## src/rtl/fp_pkg.sv

```systemverilog
// rtl/fp_pkg.sv - shared types and flag indices for the FP divider back end
package fp_pkg;

    typedef enum logic [1:0] {
        RND_RNE = 2'd0,
        RND_RTZ = 2'd1,
        RND_RDN = 2'd2,
        RND_RUP = 2'd3
    } rnd_mode_e;

    localparam int FLG_OF = 2;
    localparam int FLG_UF = 1;
    localparam int FLG_NX = 0;

endpackage

```

## src/rtl/fp_lzc.sv

```systemverilog
// rtl/fp_lzc.sv - combinational leading-zero counter; all-zero input yields W
module fp_lzc #(
    parameter int W = 26
) (
    input  logic [W-1:0]             a_i,
    output logic [$clog2(W+1)-1:0]   cnt_o
);
    localparam int CW = $clog2(W + 1);

    // Scanning upward lets the highest set bit win.
    always_comb begin
        cnt_o = CW'(W);
        for (int i = 0; i < W; i++) begin
            if (a_i[i]) cnt_o = CW'(W - 1 - i);
        end
    end

endmodule

```

## src/rtl/fp_div_norm_round.sv

```systemverilog
// rtl/fp_div_norm_round.sv - two-stage normalise/round back end for the FP divider
module fp_div_norm_round
    import fp_pkg::*;
#(
    parameter int EXP_W = 8,
    parameter int MAN_W = 23,
    parameter int FTZ   = 0
) (
    input  logic                     clk,
    input  logic                     rst_n,
    input  logic                     in_valid,
    output logic                     in_ready,
    input  logic                     in_sign,
    input  logic [EXP_W+1:0]         in_exp,
    input  logic [MAN_W+2:0]         in_quot,
    input  logic                     in_sticky,
    input  logic                     in_nan,
    input  logic                     in_inf,
    input  logic                     in_zero,
    input  logic [1:0]               rnd_mode,
    output logic                     out_valid,
    input  logic                     out_ready,
    output logic [EXP_W+MAN_W:0]     out_result,
    output logic [2:0]               out_flags
);
    localparam int QW = MAN_W + 3;
    localparam int CW = $clog2(QW + 1);
    // One bit wider than the port so in_exp - lz never wraps.
    localparam int SW = EXP_W + 3;
    localparam logic [EXP_W-1:0]     EXP_ONES = '1;
    localparam logic [EXP_W-1:0]     EXP_MAXF = EXP_ONES - 1'b1;
    localparam logic [MAN_W-1:0]     QNAN_MAN = {1'b1, {(MAN_W-1){1'b0}}};
    localparam logic signed [SW-1:0] S_ZERO   = '0;
    localparam logic signed [SW-1:0] S_ONE    = SW'(1);
    localparam logic signed [SW-1:0] S_QW     = SW'(QW);
    localparam logic signed [SW-1:0] EXP_OVF  = SW'((1 << EXP_W) - 1);

    logic                 s1_valid_q, s1_sign_q, s1_sticky_q, s1_nan_q, s1_inf_q;
    logic                 s1_zero_q, s1_tiny_q, s1_flush_q;
    rnd_mode_e            s1_rnd_q;
    logic signed [SW-1:0] s1_exp_q;
    logic [QW-1:0]        s1_mant_q;
    logic                 out_valid_q;
    logic [EXP_W+MAN_W:0] out_result_q;
    logic [2:0]           out_flags_q;

    logic s2_load, s1_advance;
    assign s2_load    = !out_valid_q | out_ready;
    assign s1_advance = s1_valid_q & s2_load;
    assign in_ready   = !s1_valid_q | s1_advance;
    assign out_valid  = out_valid_q;
    assign out_result = out_result_q;
    assign out_flags  = out_flags_q;

    logic [CW-1:0] lz;
    fp_lzc #(.W(QW)) u_lzc (.a_i(in_quot), .cnt_o(lz));

    logic [QW-1:0]        norm_mant, sub_mask, s1_mant_d;
    logic signed [SW-1:0] e1, one_minus;
    logic [SW-1:0]        sh;
    logic                 tiny_d, s1_sticky_d;

    always_comb begin
        norm_mant   = in_quot << lz;
        e1          = $signed({in_exp[EXP_W+1], in_exp}) - $signed({{(SW-CW){1'b0}}, lz});
        tiny_d      = (e1 <= S_ZERO);
        one_minus   = S_ONE - e1;
        sh          = (one_minus > S_QW) ? S_QW : one_minus;
        sub_mask    = ~({QW{1'b1}} << sh);
        s1_mant_d   = norm_mant;
        s1_sticky_d = in_sticky;
        if (tiny_d) begin
            s1_mant_d   = norm_mant >> sh;
            s1_sticky_d = in_sticky | (|(norm_mant & sub_mask));
        end
    end

    always_ff @(posedge clk or negedge rst_n) begin
        if (!rst_n) begin
            s1_valid_q  <= 1'b0;
            s1_sign_q   <= 1'b0;
            s1_sticky_q <= 1'b0;
            s1_nan_q    <= 1'b0;
            s1_inf_q    <= 1'b0;
            s1_zero_q   <= 1'b0;
            s1_tiny_q   <= 1'b0;
            s1_flush_q  <= 1'b0;
            s1_rnd_q    <= RND_RNE;
            s1_exp_q    <= '0;
            s1_mant_q   <= '0;
        end else begin
            if (in_ready) s1_valid_q <= in_valid;
            if (in_valid && in_ready) begin
                s1_sign_q   <= in_sign;
                s1_sticky_q <= s1_sticky_d;
                s1_nan_q    <= in_nan;
                s1_inf_q    <= in_inf;
                s1_zero_q   <= in_zero | (in_quot == '0);
                s1_tiny_q   <= tiny_d;
                s1_flush_q  <= (FTZ != 0) && tiny_d;
                s1_rnd_q    <= rnd_mode_e'(rnd_mode);
                s1_exp_q    <= e1;
                s1_mant_q   <= s1_mant_d;
            end
        end
    end

    logic                 g, r, lsb, inc, nx, carry, to_inf;
    logic [MAN_W+1:0]     sum;
    logic signed [SW-1:0] exp_f;
    logic [MAN_W-1:0]     man_f;
    logic [EXP_W+MAN_W:0] res_d;
    logic [2:0]           flags_d;

    always_comb begin
        g   = s1_mant_q[1];
        r   = s1_mant_q[0] | s1_sticky_q;
        lsb = s1_mant_q[2];
        nx  = g | r;
        inc = 1'b0;
        case (s1_rnd_q)
            RND_RNE: inc = g & (r | lsb);
            RND_RTZ: inc = 1'b0;
            RND_RDN: inc = s1_sign_q & nx;
            default: inc = !s1_sign_q & nx;
        endcase
        to_inf = (s1_rnd_q == RND_RNE) || (s1_rnd_q == RND_RUP && !s1_sign_q)
              || (s1_rnd_q == RND_RDN && s1_sign_q);
        sum   = {1'b0, s1_mant_q[QW-1:2]} + {{(MAN_W+1){1'b0}}, inc};
        carry = sum[MAN_W+1];
        // A subnormal that rounds into the hidden bit lands on exponent 1.
        exp_f = (s1_tiny_q ? S_ZERO : s1_exp_q) + SW'(carry) + SW'(s1_tiny_q & sum[MAN_W]);
        man_f = carry ? '0 : sum[MAN_W-1:0];

        flags_d = '0;
        res_d   = {s1_sign_q, exp_f[EXP_W-1:0], man_f};
        if (s1_nan_q) begin
            res_d = {1'b0, EXP_ONES, QNAN_MAN};
        end else if (s1_inf_q) begin
            res_d = {s1_sign_q, EXP_ONES, {MAN_W{1'b0}}};
        end else if (s1_zero_q) begin
            res_d = {s1_sign_q, {(EXP_W+MAN_W){1'b0}}};
        end else if (s1_flush_q) begin
            res_d           = {s1_sign_q, {(EXP_W+MAN_W){1'b0}}};
            flags_d[FLG_UF] = 1'b1;
            flags_d[FLG_NX] = 1'b1;
        end else begin
            flags_d[FLG_NX] = nx;
            flags_d[FLG_UF] = s1_tiny_q & nx;
            if (!s1_tiny_q && exp_f >= EXP_OVF) begin
                flags_d[FLG_OF] = 1'b1;
                flags_d[FLG_NX] = 1'b1;
                res_d = to_inf ? {s1_sign_q, EXP_ONES, {MAN_W{1'b0}}}
                               : {s1_sign_q, EXP_MAXF, {MAN_W{1'b1}}};
            end
        end
    end

    always_ff @(posedge clk or negedge rst_n) begin
        if (!rst_n) begin
            out_valid_q  <= 1'b0;
            out_result_q <= '0;
            out_flags_q  <= '0;
        end else if (s2_load) begin
            out_valid_q <= s1_valid_q;
            if (s1_valid_q) begin
                out_result_q <= res_d;
                out_flags_q  <= flags_d;
            end
        end
    end

endmodule

```

## config.mk

```make
export PLATFORM = sky130hd
export DESIGN_NAME = fp_div_norm_round
export DESIGN_NICKNAME = d
export VERILOG_FILES = /design/src/rtl/fp_pkg.sv /design/src/rtl/fp_lzc.sv /design/src/rtl/fp_div_norm_round.sv
export SDC_FILE = /design/constraint.sdc
export NUM_CORES = 1
export LEC_CHECK = 0
export ABC_AREA = 1
export BUFFER_PORTS_ARGS = -buffer_cell sky130_fd_sc_hd__buf_2
export CORE_UTILIZATION = 35
export DETAILED_ROUTE_END_ITERATION = 8
export PLACE_DENSITY_LB_ADDON = 0.12
export SYNTH_ARGS = -nofsm -noshare
export SYNTH_HDL_FRONTEND = slang
export SYNTH_SLANG_ARGS = --single-unit
```

## constraint.sdc

```tcl
create_clock -name clk -period 7.3 [get_ports clk]
set_input_delay 2.19 -clock clk [delete_from_list [all_inputs] [get_ports clk]]
set_output_delay 2.19 -clock clk [all_outputs]
set_load 0.1 [all_outputs]
```

==> summary.md <==
| Metric | Value |
|---|---|
| Worst setup EP type | register |
| Fin Setup TNS | 0 ns |
| Clock sink count | 82 |
| WL/cell | 16.10 microns |
| CP peak stage delay | 0.33 ns |
| CTS Buffer Depth | 2 |
| Hold depth | 1 |
| DR vias | 9,550 |
| Number of global-route vias before repair | 8,774 |
| YS warnings | 0 |
| Critical path's slowest cell | fa_2 |
| Slew Viols, Final | 0 |
| Top-count cell post-synth | nand2_1 |
| Crit path depth | 53 |
| Num CTS Buffers | 9 |
| Fmax | 148.0 MHz |
| Antenna Nets Post-Route | 0 |
| Critical path class | in -> reg |
| Row count | 55 |
| Family with the most delay on the worst path | simple AND/OR/NAND/NOR gates |
| Hold Vio Cnt, Final | 0 |
| CTS tree | yes |
| Flop2flop setup slack | 0.88 ns |
| Largest net degree at the start of global routing | 83 |
| WP data arrival | 6.98 ns |
| Post-synthesis sequential area ratio | 0.2487 |
| Yosys top cell area share | 0.2487 |
| Initial Util | 0.3612 |
| Top FF cell, synth | dfrtp_1 |
| Worst Tran Pin Value | 1.024 ns |
| Top post-synthesis cells by count | nand2_1, nand3_1, nor2_1 |
| Tmin final | 6.757 ns |
| Outcome | complete, no violations |
| Die X | 155.5 microns |
| Leak Pwr | 0.004815 uW |
| Worst slew margin | 0.3174 |
| CP bufs+invs | 6 |
| Die area | 0.02419 sq mm |
| H-tree Lvls | 3 |
| Clock skew | 0.01163 ns |
| Max VDD drop | 0.0001518 V |
| Global-route wire length before repair | 46,390 microns |
| HP Class | reg -> reg |
| Routability congestion estimate | 0.9108 |
| Hold buffer count at cts | 0 |
| PortBufs | 83 |
| R2r worst-path depth | 30 |
| Area leader, netlist | dfrtp_1 |
| Post-Syn Area | 0.008252 sq mm |
| Finished Layout Cells | 1,797 |
| Filler Cell Count | 2,537 |
| Avg Cell Area, Syn | 5.890 sq um |
| IO Count | 84 |
| Synth Register Bits | 82 |
| Fin nets | 1,539 |
| Area grow syn2layout | 16.74% |
| Clock transition at the registers of the reported paths | 0.06 ns |
| Overall power | 2392 uW |
| Distinct cells, synth | 57 |
| CP most frequent cell | nand2_1 |
| EDFF count, synth | 0 |
| Syn Nets | 1,461 |
| Hpwl dp | 21,990 microns |
| Layout cells sized above 1 | 0.1429 |
| Unrepaired setup endpoints after global routing | true |
| Power per Cell Area | 248.3 mW/mm^2 |
| Die height | 155.5 microns |
| Aggregate global-route resource usage | 0.2427 |
| Required time of the critical path | 7.52 ns |
| Synth Instances | 1,401 |
| DR pass1 iterations | 5 |
| Vias per inst | 5.314 |
| Initial antenna violation count | 0 |
| # diodes | 0 |
| Critical path startpoint category | input port |
| Insertion delay to the later sink of the worst-skew pair | 0.34 ns |
| Ys async rst share | 1.000 |
| DRC violations left | 0 |
| Max_cap viols | 0 |
| Iteration-0 DRC Markers | 923 |
| Area contributors post-synth | dfrtp_1, nand2_1, nand3_1 |
| CP max FO | 7 |
| Total grt overflow | 0 |
| Period utilisation layout | 0.9257 |
| Clk root buf | clkbuf_16 |
| Total wire length | 28,940 microns |
| Final setup vio count | 0 |
| Worst-case hold slack | 0.4720 ns |
| Placed insts | 1,774 |
| Core ar. | 0.02285 sq mm |
==> layout make-up <==
cell class	instances	area [sq um]	area share
clock buffer	9	225.2	0.02338
timing repair buffer	133	863.3	0.08962
sequential	82	2052	0.2130
inverter	134	511.7	0.05312
tap	313	391.6	0.04065
clock inverter	7	76.32	0.007923
multi-input combinational	1119	5513	0.5723
==> state kept, by name, summed over array words and instances, names as in the netlist <==
register	flops
out_flags	3
out_result	32
out_valid	1
s1_exp_q	11
s1_inf_q	1
s1_mant_q	26
s1_nan_q	1
s1_rnd_q	2
s1_sign_q	1
s1_sticky_q	1
s1_tiny_q	1
s1_valid_q	1
s1_zero_q	1
==> where the power goes <==
part | switching, uW | internal (uW)
logic | 986 | 320
registers | 70.6 | 555
clock network | 193 | 268
total | 1250 | 1140
==> kinds of logic after synthesis <==
group / Yosys count / share of synthesized area
simple gates: 882 / 0.4655
compound gates: 201 / 0.1412
buf+inv: 200 / 0.09674
flops: 82 / 0.2487
xor+xnor: 22 / 0.02517
fa+ha+maj: 13 / 0.02153
mux: 1 / 0.001213
==> worst reg2reg max path: cells and delay by family (launching register included) <==
kind / cells / cell delay (ns)
and+or+nand+nor: 15 / 3.02
AOI/OAI and AO/OA: 7 / 1.40
DFF: 1 / 0.39
buffers and inverters: 3 / 0.27
xor gates and xnor gates: 1 / 0.13
adders and majority gates: 4 / 1.15
==> timing repair <==
item	in CTS	in global routing
setup buffers	0	7
endpoints found under the setup margin	0	27
resized for setup	0	33
==> layer usage <==
layer / wire (microns) / global-route usage / up-vias
met2: 13390 / 0.3993 / 288
met5: 0 / 0 / -
met4: 788 / 0.09057 / 0
li1: - / - / 4815
met1: 13190 / 0.3291 / 4397
met3: 1563 / 0.02306 / 50
==> cells in the final DEF, fill, tap and decap left out, types with 6 or more instances in the layout <==
master and n:
nor2_1 117, buf_4 45, inv_2 8, nand2_2 12, a31oi_1 16, a22oi_1 6
o21ai_0 69, o21ai_1 7, ha_1 10, dfrtp_1 82, nor3_1 13, a21oi_1 66
nand4_1 21, inv_1 118, xor2_1 15, clkbuf_16 9, buf_2 82, nand3_1 272
nand2_1 414, nor2_2 8
==> path summary, 6_finish.rpt <==
kind	end	startpoint
max in group asynchronous	s1_mant_q[5]	rst_n
worst min-delay path	out_result[21]	out_result[21]
min in group asynchronous	out_result[29]	rst_n
worst max register to register	out_result[21]	s1_rnd_q[1]
worst max-delay path	s1_sticky_q	in_quot[1]
worst min register to register	out_result[21]	out_result[21]
==> through the flow <==
step / utilization / setup slack (ns) / cell area, sq um
after floorplan: - / 0.4277 / 8252
after global placement: 0.4009 / 0.04092 / 9160
after detailed placement: 0.4009 / 0.01384 / 9160
after CTS: 0.4141 / 0.3480 / 9462
after global routing: 0.4216 / -0.1029 / 9633
final: 0.4216 / 0.5427 / 9633
No activity file was read; power rests on OpenSTA's default activity.
